**config.mk**
```make
export PLATFORM = sky130hd
export DESIGN_NAME = layer_fifo
export DESIGN_NICKNAME = d
export VERILOG_FILES = /design/src/rtl/layer_fifo.sv
export SDC_FILE = /design/constraint.sdc
export NUM_CORES = 1
export LEC_CHECK = 0
export CORE_MARGIN = 10
export CORE_UTILIZATION = 40
export DETAILED_ROUTE_END_ITERATION = 6
export HOLD_SLACK_MARGIN = 0.12
export PLACE_DENSITY = 0.55
export SYNTH_ARGS = -nofsm -noshare
export SYNTH_HDL_FRONTEND = slang
export SYNTH_SLANG_ARGS = --single-unit
```
**constraint.sdc**
```tcl
create_clock -name clk -period 3.2 [get_ports clk]
set_input_delay 0.8 -clock clk [delete_from_list [all_inputs] [get_ports clk]]
set_output_delay 0.8 -clock clk [all_outputs]
set_load 0.005 [all_outputs]
```
**src/rtl/layer_fifo.sv**
```systemverilog
// -----------------------------------------------------------------------------
// layer_fifo
//   Inter-layer activation FIFO between chained conv stages. Reads are
//   first-word-fall-through: rd_data always shows the head entry while
//   empty is low. This FIFO supports:
//     - any DEPTH >= 1, including non-power-of-2 sizes
//     - almost-full and almost-empty thresholds, each limited to DEPTH
//     - an occupancy count output
//     - a synchronous flush
//     - sticky overflow and underflow error flags
//
// Ports
//   clk          rising-edge clock
//   rst          asynchronous reset, active-high
//   wr_data      write data
//   wr_en        write request
//   rd_en        read request; pops the head entry
//   flush        synchronous clear of contents and pointers
//   clr_err      synchronous clear of the sticky error flags
//   rd_data      head entry; valid only while empty is low
//   empty        count == 0
//   full         count == DEPTH
//   almost_full  count >= limited almost-full threshold
//   almost_empty count <= limited almost-empty threshold
//   count        current occupancy
//   overflow     sticky: a write was dropped
//   underflow    sticky: a read was ignored
// -----------------------------------------------------------------------------
module layer_fifo #(
    parameter int DATA_WIDTH         = 16,
    parameter int DEPTH              = 16,
    parameter int ALMOST_FULL_THRES  = 10,
    parameter int ALMOST_EMPTY_THRES = 1,
    localparam int CNT_W             = $clog2(DEPTH + 1)
) (
    input  logic                  clk,
    input  logic                  rst,
    input  logic [DATA_WIDTH-1:0] wr_data,
    input  logic                  wr_en,
    input  logic                  rd_en,
    input  logic                  flush,
    input  logic                  clr_err,
    output logic [DATA_WIDTH-1:0] rd_data,
    output logic                  empty,
    output logic                  full,
    output logic                  almost_full,
    output logic                  almost_empty,
    output logic [CNT_W-1:0]      count,
    output logic                  overflow,
    output logic                  underflow
);

    // A one-entry FIFO still needs a 1-bit pointer to index its array.
    localparam int PTR_W = (DEPTH > 1) ? $clog2(DEPTH) : 1;

    // Thresholds above DEPTH could never be reached, so they are limited to DEPTH.
    localparam int AF_LVL_I = (ALMOST_FULL_THRES  > DEPTH) ? DEPTH : ALMOST_FULL_THRES;
    localparam int AE_LVL_I = (ALMOST_EMPTY_THRES > DEPTH) ? DEPTH : ALMOST_EMPTY_THRES;

    localparam logic [CNT_W-1:0] AF_LVL    = CNT_W'(AF_LVL_I);
    localparam logic [CNT_W-1:0] AE_LVL    = CNT_W'(AE_LVL_I);
    localparam logic [CNT_W-1:0] DEPTH_CNT = CNT_W'(DEPTH);
    localparam logic [PTR_W-1:0] PTR_LAST  = PTR_W'(DEPTH - 1);

    logic [DATA_WIDTH-1:0] mem [DEPTH];

    logic [PTR_W-1:0] wr_ptr_reg, wr_ptr_next;
    logic [PTR_W-1:0] rd_ptr_reg, rd_ptr_next;
    logic [CNT_W-1:0] count_reg, count_next;
    logic             overflow_reg, overflow_next;
    logic             underflow_reg, underflow_next;
    logic             rd_ok;
    logic             wr_ok;

    // The wrap uses an explicit compare, so a non-power-of-2 DEPTH works.
    function automatic logic [PTR_W-1:0] ptr_inc(input logic [PTR_W-1:0] p);
        return (p == PTR_LAST) ? '0 : p + 1'b1;
    endfunction

    // All flags are decoded from the registered count. Because of this, no
    // flag depends combinationally on wr_en.
    assign empty        = (count_reg == '0);
    assign full         = (count_reg == DEPTH_CNT);
    assign almost_full  = (count_reg >= AF_LVL);
    assign almost_empty = (count_reg <= AE_LVL);
    assign count        = count_reg;
    assign overflow     = overflow_reg;
    assign underflow    = underflow_reg;
    assign rd_data      = mem[rd_ptr_reg];

    always_comb begin
        // Flush has priority over both requests. A write to a full FIFO is
        // still accepted when a pop frees a slot in the same cycle.
        rd_ok = rd_en & ~empty & ~flush;
        wr_ok = wr_en & (~full | rd_ok) & ~flush;

        wr_ptr_next = wr_ptr_reg;
        rd_ptr_next = rd_ptr_reg;
        count_next  = count_reg;

        if (flush) begin
            wr_ptr_next = '0;
            rd_ptr_next = '0;
            count_next  = '0;
        end else begin
            if (wr_ok) wr_ptr_next = ptr_inc(wr_ptr_reg);
            if (rd_ok) rd_ptr_next = ptr_inc(rd_ptr_reg);
            case ({wr_ok, rd_ok})
                2'b10:   count_next = count_reg + 1'b1;
                2'b01:   count_next = count_reg - 1'b1;
                default: count_next = count_reg;
            endcase
        end

        // If a new error occurs in the same cycle as clr_err, the new error
        // is kept. Flush never raises an error.
        overflow_next  = (overflow_reg  & ~clr_err) | (wr_en & ~wr_ok & ~flush);
        underflow_next = (underflow_reg & ~clr_err) | (rd_en & empty  & ~flush);
    end

    always_ff @(posedge clk or posedge rst) begin
        if (rst) begin
            wr_ptr_reg    <= '0;
            rd_ptr_reg    <= '0;
            count_reg     <= '0;
            overflow_reg  <= 1'b0;
            underflow_reg <= 1'b0;
        end else begin
            wr_ptr_reg    <= wr_ptr_next;
            rd_ptr_reg    <= rd_ptr_next;
            count_reg     <= count_next;
            overflow_reg  <= overflow_next;
            underflow_reg <= underflow_next;
        end
    end

    // The storage array has no reset. A dropped or flushed write never
    // touches it.
    always_ff @(posedge clk) begin
        if (wr_ok) mem[wr_ptr_reg] <= wr_data;
    end

endmodule

```
# --- Word level (Yosys, flattened, before mapping) ---
# Memory sizes are Yosys's and may differ from the RTL's.
# Index checks and enable logic that the tools add are counted.
word_totals:
  ff_bits: 15
  ram_bits: 256
  inputBits: 22
  memories: 1
op_classes:
  addsub: 4
  order_cmp: 2
  eq_ne: 5
  muxes: 10
  n_bitwise: 18
  n_reduce_logical: 4
mem_list:
  columns: ["memory", "depth", "width", "rd", "rd_ports_with_merged_regs", "write_ports", "line_no", "rtl"]
  rows:
  - ["mem", 16, 16, 1, 0, 1, "65", "logic [DATA_WIDTH-1:0] mem [DEPTH];"]
op_table:
  columns: ["cell", "count"]
  rows:
  - ["two-way mux 4 bit", 6]
  - ["bitwise AND 1 bit", 10]
  - ["case mux 5 bit (2 select lines)", 1]
  - ["adder 4 x 1 -> 4 bit, second input constant", 2]
  - ["== test 4 bit, second input constant", 2]
  - ["adder 5 x 1 -> 5 bit, second input constant", 1]
  - ["== test 5 bit, second input constant", 1]
  - [">= comparator 5 x 4 -> 1 bit, second input constant", 1]
  - ["<= comparator 5 x 1 -> 1 bit, second input constant", 1]
  - ["logical NOT 5 bit", 1]
  - ["two-way mux 5 bit", 1]
  - ["NOT 1 bit", 5]
  - ["subtractor 5 x 1 -> 5 bit, second input constant", 1]
  - ["nonzero test 2 bit", 2]
  - ["OR 1 bit", 3]
  - ["nonzero test 3 bit", 1]
  - ["== test 2 x 1 -> 1 bit, second input constant", 1]
  - ["== test 2 bit, second input constant", 1]
  - ["two-way mux 1 bit", 2]

# --- Depth between registers and ports, before layout ---
logic_depth:
  ltp_word: 11
  mapped_depth: 8
  depth_no_buf: 7

# --- Worst setup path after synthesis ---
# OpenSTA, ideal clock, no wires.
synth_path:
  path_type: "input to register"
  from: "input rd_en"
  to: "memory mem[11][0] (enable)"
  setup_ps: 374
  arrival_time_ps: 2228
  required_time_ps: 2826
  slack_ps: 598
  stages: 4
  cell_sequence: "clkbuf_1 -> o21ai_1 -> nor4b_1 -> and2_1"
synth_between:
  elab_chain_cells: 7
synth_rtl:
  columns: ["item", "line_no", "rtl"]
  rows:
  - ["start, declared", "40", "input logic rd_en,"]
  - ["bitwise AND 1 bit (2 in series)", "94", "rd_ok = rd_en & ~empty & ~flush;"]
  - ["OR 1 bit", "95", "wr_ok = wr_en & (~full | rd_ok) & ~flush;"]
  - ["bitwise AND 1 bit (2 in series)", "95", null]
  - ["two-way mux 1 bit", "140", "if (wr_ok) mem[wr_ptr_reg] <= wr_data;"]
  - ["two-way mux 1 bit (not written as such)", "140", null]
  - ["end, declared", "65", null]
# No other way between the ends.

# --- Final worst setup path ---
layout_path:
  from: "register rd_ptr_reg[0]"
  to: "output rd_data[0]"
layout_between:
  elab_chain_cells: 1
layout_rtl:
  columns: ["item", "line_no", "rtl"]
  rows:
  - ["start, declared", "68", "logic [PTR_W-1:0] rd_ptr_reg, rd_ptr_next;"]
  - ["start signal, assigned", "130", "rd_ptr_reg <= rd_ptr_next;"]
  - ["memory read (16 x 16 bit)", null, null]
  - ["end, declared", "43", "output logic [DATA_WIDTH-1:0] rd_data,"]
# No other way between the ends.

==> Implementation_results.wiki <==
{| class="wikitable"
! Metric !! Value
|-
| Max VDD drop || 0.3586 mV
|-
| Final critical delay including setup and external delays || 3.220 ns
|-
| Number of enable-type register cells in the synthesized netlist || 256
|-
| CTS clk-pin slew, worst paths || 0.06 ns
|-
| Most common cell after layout, fill and taps aside || sky130_fd_sc_hd__edfxtp_1
|-
| Asr flop ratio synth || 0.05535
|-
| Top area cells in the synthesized netlist || sky130_fd_sc_hd__edfxtp_1, sky130_fd_sc_hd__mux4_2, sky130_fd_sc_hd__mux2i_1, sky130_fd_sc_hd__dfrtp_1, sky130_fd_sc_hd__a221oi_1
|-
| Final cycle utilization of the critical path || 1.006
|-
| Via count of the first global-routing pass || 6326
|-
| Antenna cells || 0
|-
| CP Launch Type || flip-flop
|-
| Aggregate negative setup slack || -0.02003 ns
|-
| Number of fill cells in the layout || 2120
|-
| Detailed router's first-iteration violation count || 402
|-
| Top layer reached by signal wires || met4
|-
| Fin. Hold Viols || 0
|-
| Depth of the most critical reg-to-reg path || 8
|-
| HPWL reported at the end of detailed placement || 15650 microns
|-
| Total of flip-flops plus latches after synthesis || 271
|-
| Layout overhead on the synthesized area || 26.13%
|-
| Count of boundary I/O pins || 49
|-
| Final setup violating endpoints || 1
|-
| Worst path bufs/invs || 4
|-
| CTS tree || done
|-
| Met2 Wirelength || 12940 microns
|-
| Slew of the pin with the lowest slew margin || 0.6878 ns
|-
| Finished layout cell area || 13800 sq um
|-
| Post-Place Setup Slack || 0.2363 ns
|-
| Arrival time of data at the critical path endpoint || 2.42 ns
|-
| Reg2Reg Setup Slack || 0.83 ns
|-
| DRT Wirelength || 26230 microns
|-
| Hold Path Cell Cnt || 2
|-
| Layout cells sized above 1 || 0.3082
|-
| Post-layout power || 8.616 mW
|-
| Final estimated routing congestion in global placement || 0.8292
|-
| Dominant delay contributor by cell family on the critical path || buffers and inverters
|-
| Antenna violations before repair || 0
|-
| Total clock sinks || 271
|-
| Instance count of the mapped netlist || 596
|-
| Vias per inst || 5.458
|-
| Die Span X || 185.4 microns
|-
| Cell row count || 60
|-
| Hold Path Origin || overflow
|-
| Pre-Repair DR Iteration Count || 4
|-
| Layout net count || 755
|-
| Initial core utilization || 0.4059
|-
| Remaining global-route overflow || 0
|-
| Startpoint of the worst register-to-register path || count[0]
|-
| Die height || 185.4 microns
|-
| Synth Flop Type || sky130_fd_sc_hd__edfxtp_1
|-
| Critical path fanouts, max || 13
|-
| Distinct cell type count of the synthesized netlist || 44
|-
| Routed metal-1 wire length || 11440 microns
|-
| Power density of the placed cells || 624.3 nW/um^2
|-
| Highest cell delay on the worst timing path || 0.50 ns
|-
| Number of DRC violations after detailed routing || 0
|-
| Max-capacitance violation count || 0
|-
| Data required time at the worst endpoint || 2.40 ns
|-
| Capture endpoint of the worst hold path || overflow
|-
| CP Cell Sequence || buf_8, buf_16, buf_6, mux4_2, a22oi_2, nand2_1, dlygate4sd2_1
|-
| Worst hold slack || 0.5422 ns
|-
| Final-report max-slew violation count || 0
|-
| Worst hold path class || reg2reg
|-
| Area of the die || 34370 sq um
|-
| Synth warnings || 0
|-
| Mean cell area of the mapped netlist || 18.36 sq um
|-
| Endpoint type of the worst setup path || output port
|-
| Detail Route Antenna Nets || 0
|-
| Floorplan core area || 26950 sq um
|-
| Worst-Skew Late Latency || 0.54 ns
|-
| Total leakage power || 4.644 nW
|-
| Max frequency || 310.6 MHz
|-
| Root cell of the clock tree || sky130_fd_sc_hd__clkbuf_16
|-
| Smallest setup slack after layout || -0.02003 ns
|-
| First-pass GRT wire length || 39600 microns
|-
| Highest-count cells in the layout ignoring fill and taps || sky130_fd_sc_hd__edfxtp_1, sky130_fd_sc_hd__buf_4, sky130_fd_sc_hd__mux2i_1, sky130_fd_sc_hd__mux4_2, sky130_fd_sc_hd__clkdlybuf4s50_1
|-
| WS Path Type || reg2out
|-
| Clock buffer count from CTS || 28
|-
| Port-buffer cells || 48
|-
| Worst slew margin relative to its limit || 0.5410
|-
| Post-synth design cell area || 10940 sq um
|-
| Pin count of the biggest net entering global routing || 36
|-
| Global Route Usage Sum || 0.1540
|-
| Met3 layer wire length in the routed design || 1397 microns
|-
| Cell type with the highest aggregate area in the netlist || sky130_fd_sc_hd__edfxtp_1
|-
| Number of flip-flops in the largest register || 256
|-
| Unrepaired setup endpoints after global routing || true
|-
| Reg-to-reg critical path endpoint || mem[8][0]
|-
| Failing checks || setup timing
|-
| Post-DP Area || 12230 sq um
|-
| Number of levels in the clock H-tree || 1
|-
| Area share of the leading cell type in the synthesized netlist || 0.7027
|-
| Sequential cell area fraction in the yosys report || 0.7370
|-
| Cell with the largest stage delay on the worst path || sky130_fd_sc_hd__dfrtp_4
|-
| Status || complete, but fails checks
|-
| Buffer levels on the longest clock path || 3
|-
| Routed length per placed instance || 24.19 microns
|-
| CTS Hold Bufs || 0
|-
| Worst clock skew on the final layout || 0.009268 ns
|-
| Syn Nets || 628
|-
| Routed via count || 5917
|}
-- worst reg2reg max path, cell delays in order, from the launching register on --
cell and delay (ns):
sky130_fd_sc_hd__dfrtp_2 0.40, sky130_fd_sc_hd__inv_2 0.07, sky130_fd_sc_hd__ha_1 0.21, sky130_fd_sc_hd__nand4bb_1 0.24
sky130_fd_sc_hd__o21ai_1 0.19, sky130_fd_sc_hd__nor4b_1 0.33, sky130_fd_sc_hd__buf_4 0.18, sky130_fd_sc_hd__and2_1 0.16
sky130_fd_sc_hd__buf_4 0.27
-- timing repair --
action | 4_1_cts | 5_1_grt
pin swaps | 35 | 19
setup endpoints to repair | 17 | 16
gates cloned | 5 | 0
resized for setup | 102 | 30
buffers inserted | 19 | 10
-- routing by layer --
metal / vias up / global-route usage
met5: - / 0
met4: 0 / 0.03836
met3: 34 / 0.02704
met2: 135 / 0.2559
met1: 3064 / 0.2048
li1: 2684 / -
-- worst max path at each step --
stage,startpoint,end,slack [ns],depth (start not counted)
6_report,rd_ptr_reg[0],rd_data[0],-0.02,7
5_1_grt,rd_ptr_reg[0],rd_data[0],-0.09,7
4_1_cts,rd_ptr_reg[0],rd_data[0],-0.05,7
3_5_place_dp,rd_ptr_reg[0],rd_data[0],0.24,6
3_3_place_gp,rd_ptr_reg[0],rd_data[0],0.25,6
2_1_floorplan,rd_en,mem[11][0],0.60,4
-- cell type report --
class / count / area [sq um] / area share
flip-flops and latches: 271 / 8069 / 0.5847
well taps: 341 / 426.7 / 0.03092
repair buffers: 131 / 1346 / 0.09756
inverters: 11 / 57.56 / 0.004171
multi-input cells: 280 / 3008 / 0.2180
clock inverters: 15 / 165.2 / 0.01197
clock buffers: 35 / 726.9 / 0.05268
-- cell usage after synthesis, drive strengths merged, types with 2 or more instances --
cell type  count
a21oi          7
a221oi        32
a22oi         18
a311o          2
and2          18
buf           13
clkbuf        21
dfrtp         15
edfxtp       256
ha            10
inv           10
mux2           4
mux2i         65
mux4          32
nand2         24
nand2b         3
nand3          3
nand4          2
nand4bb        3
nor2           6
nor2b          4
nor3           3
nor3b          2
nor4b          2
o21ai         25
or3            2
xor2           2
-- power breakdown --
part	leakage [nW]	internal, mW	switching [mW]	total, mW
sequential	2.50	3.93	0.0369	3.97
combinational	1.71	0.806	0.684	1.49
clock	0.427	1.85	1.31	3.16
total	4.64	6.59	2.03	8.62
-- logic make-up after synthesis --
family	count (synthesis)	share of synthesized area
XOR/XNOR	2	0.001601
AO/OA/AOI/OAI	90	0.06073
adder cells (fa/ha/maj)	10	0.01144
flip-flops	271	0.7370
buffers and inverters	45	0.01899
multiplexers	101	0.1308
AND/OR/NAND/NOR	77	0.03946
-- per-stage QoR --
stage | cells | util
after global placement | 1002 | 0.4539
final | 1084 | 0.5120
after floorplan | 596 | -
after CTS | 1076 | 0.5094
after global routing | 1084 | 0.5120
after detailed placement | 1002 | 0.4539
Power figures use the tool's default switching activity.
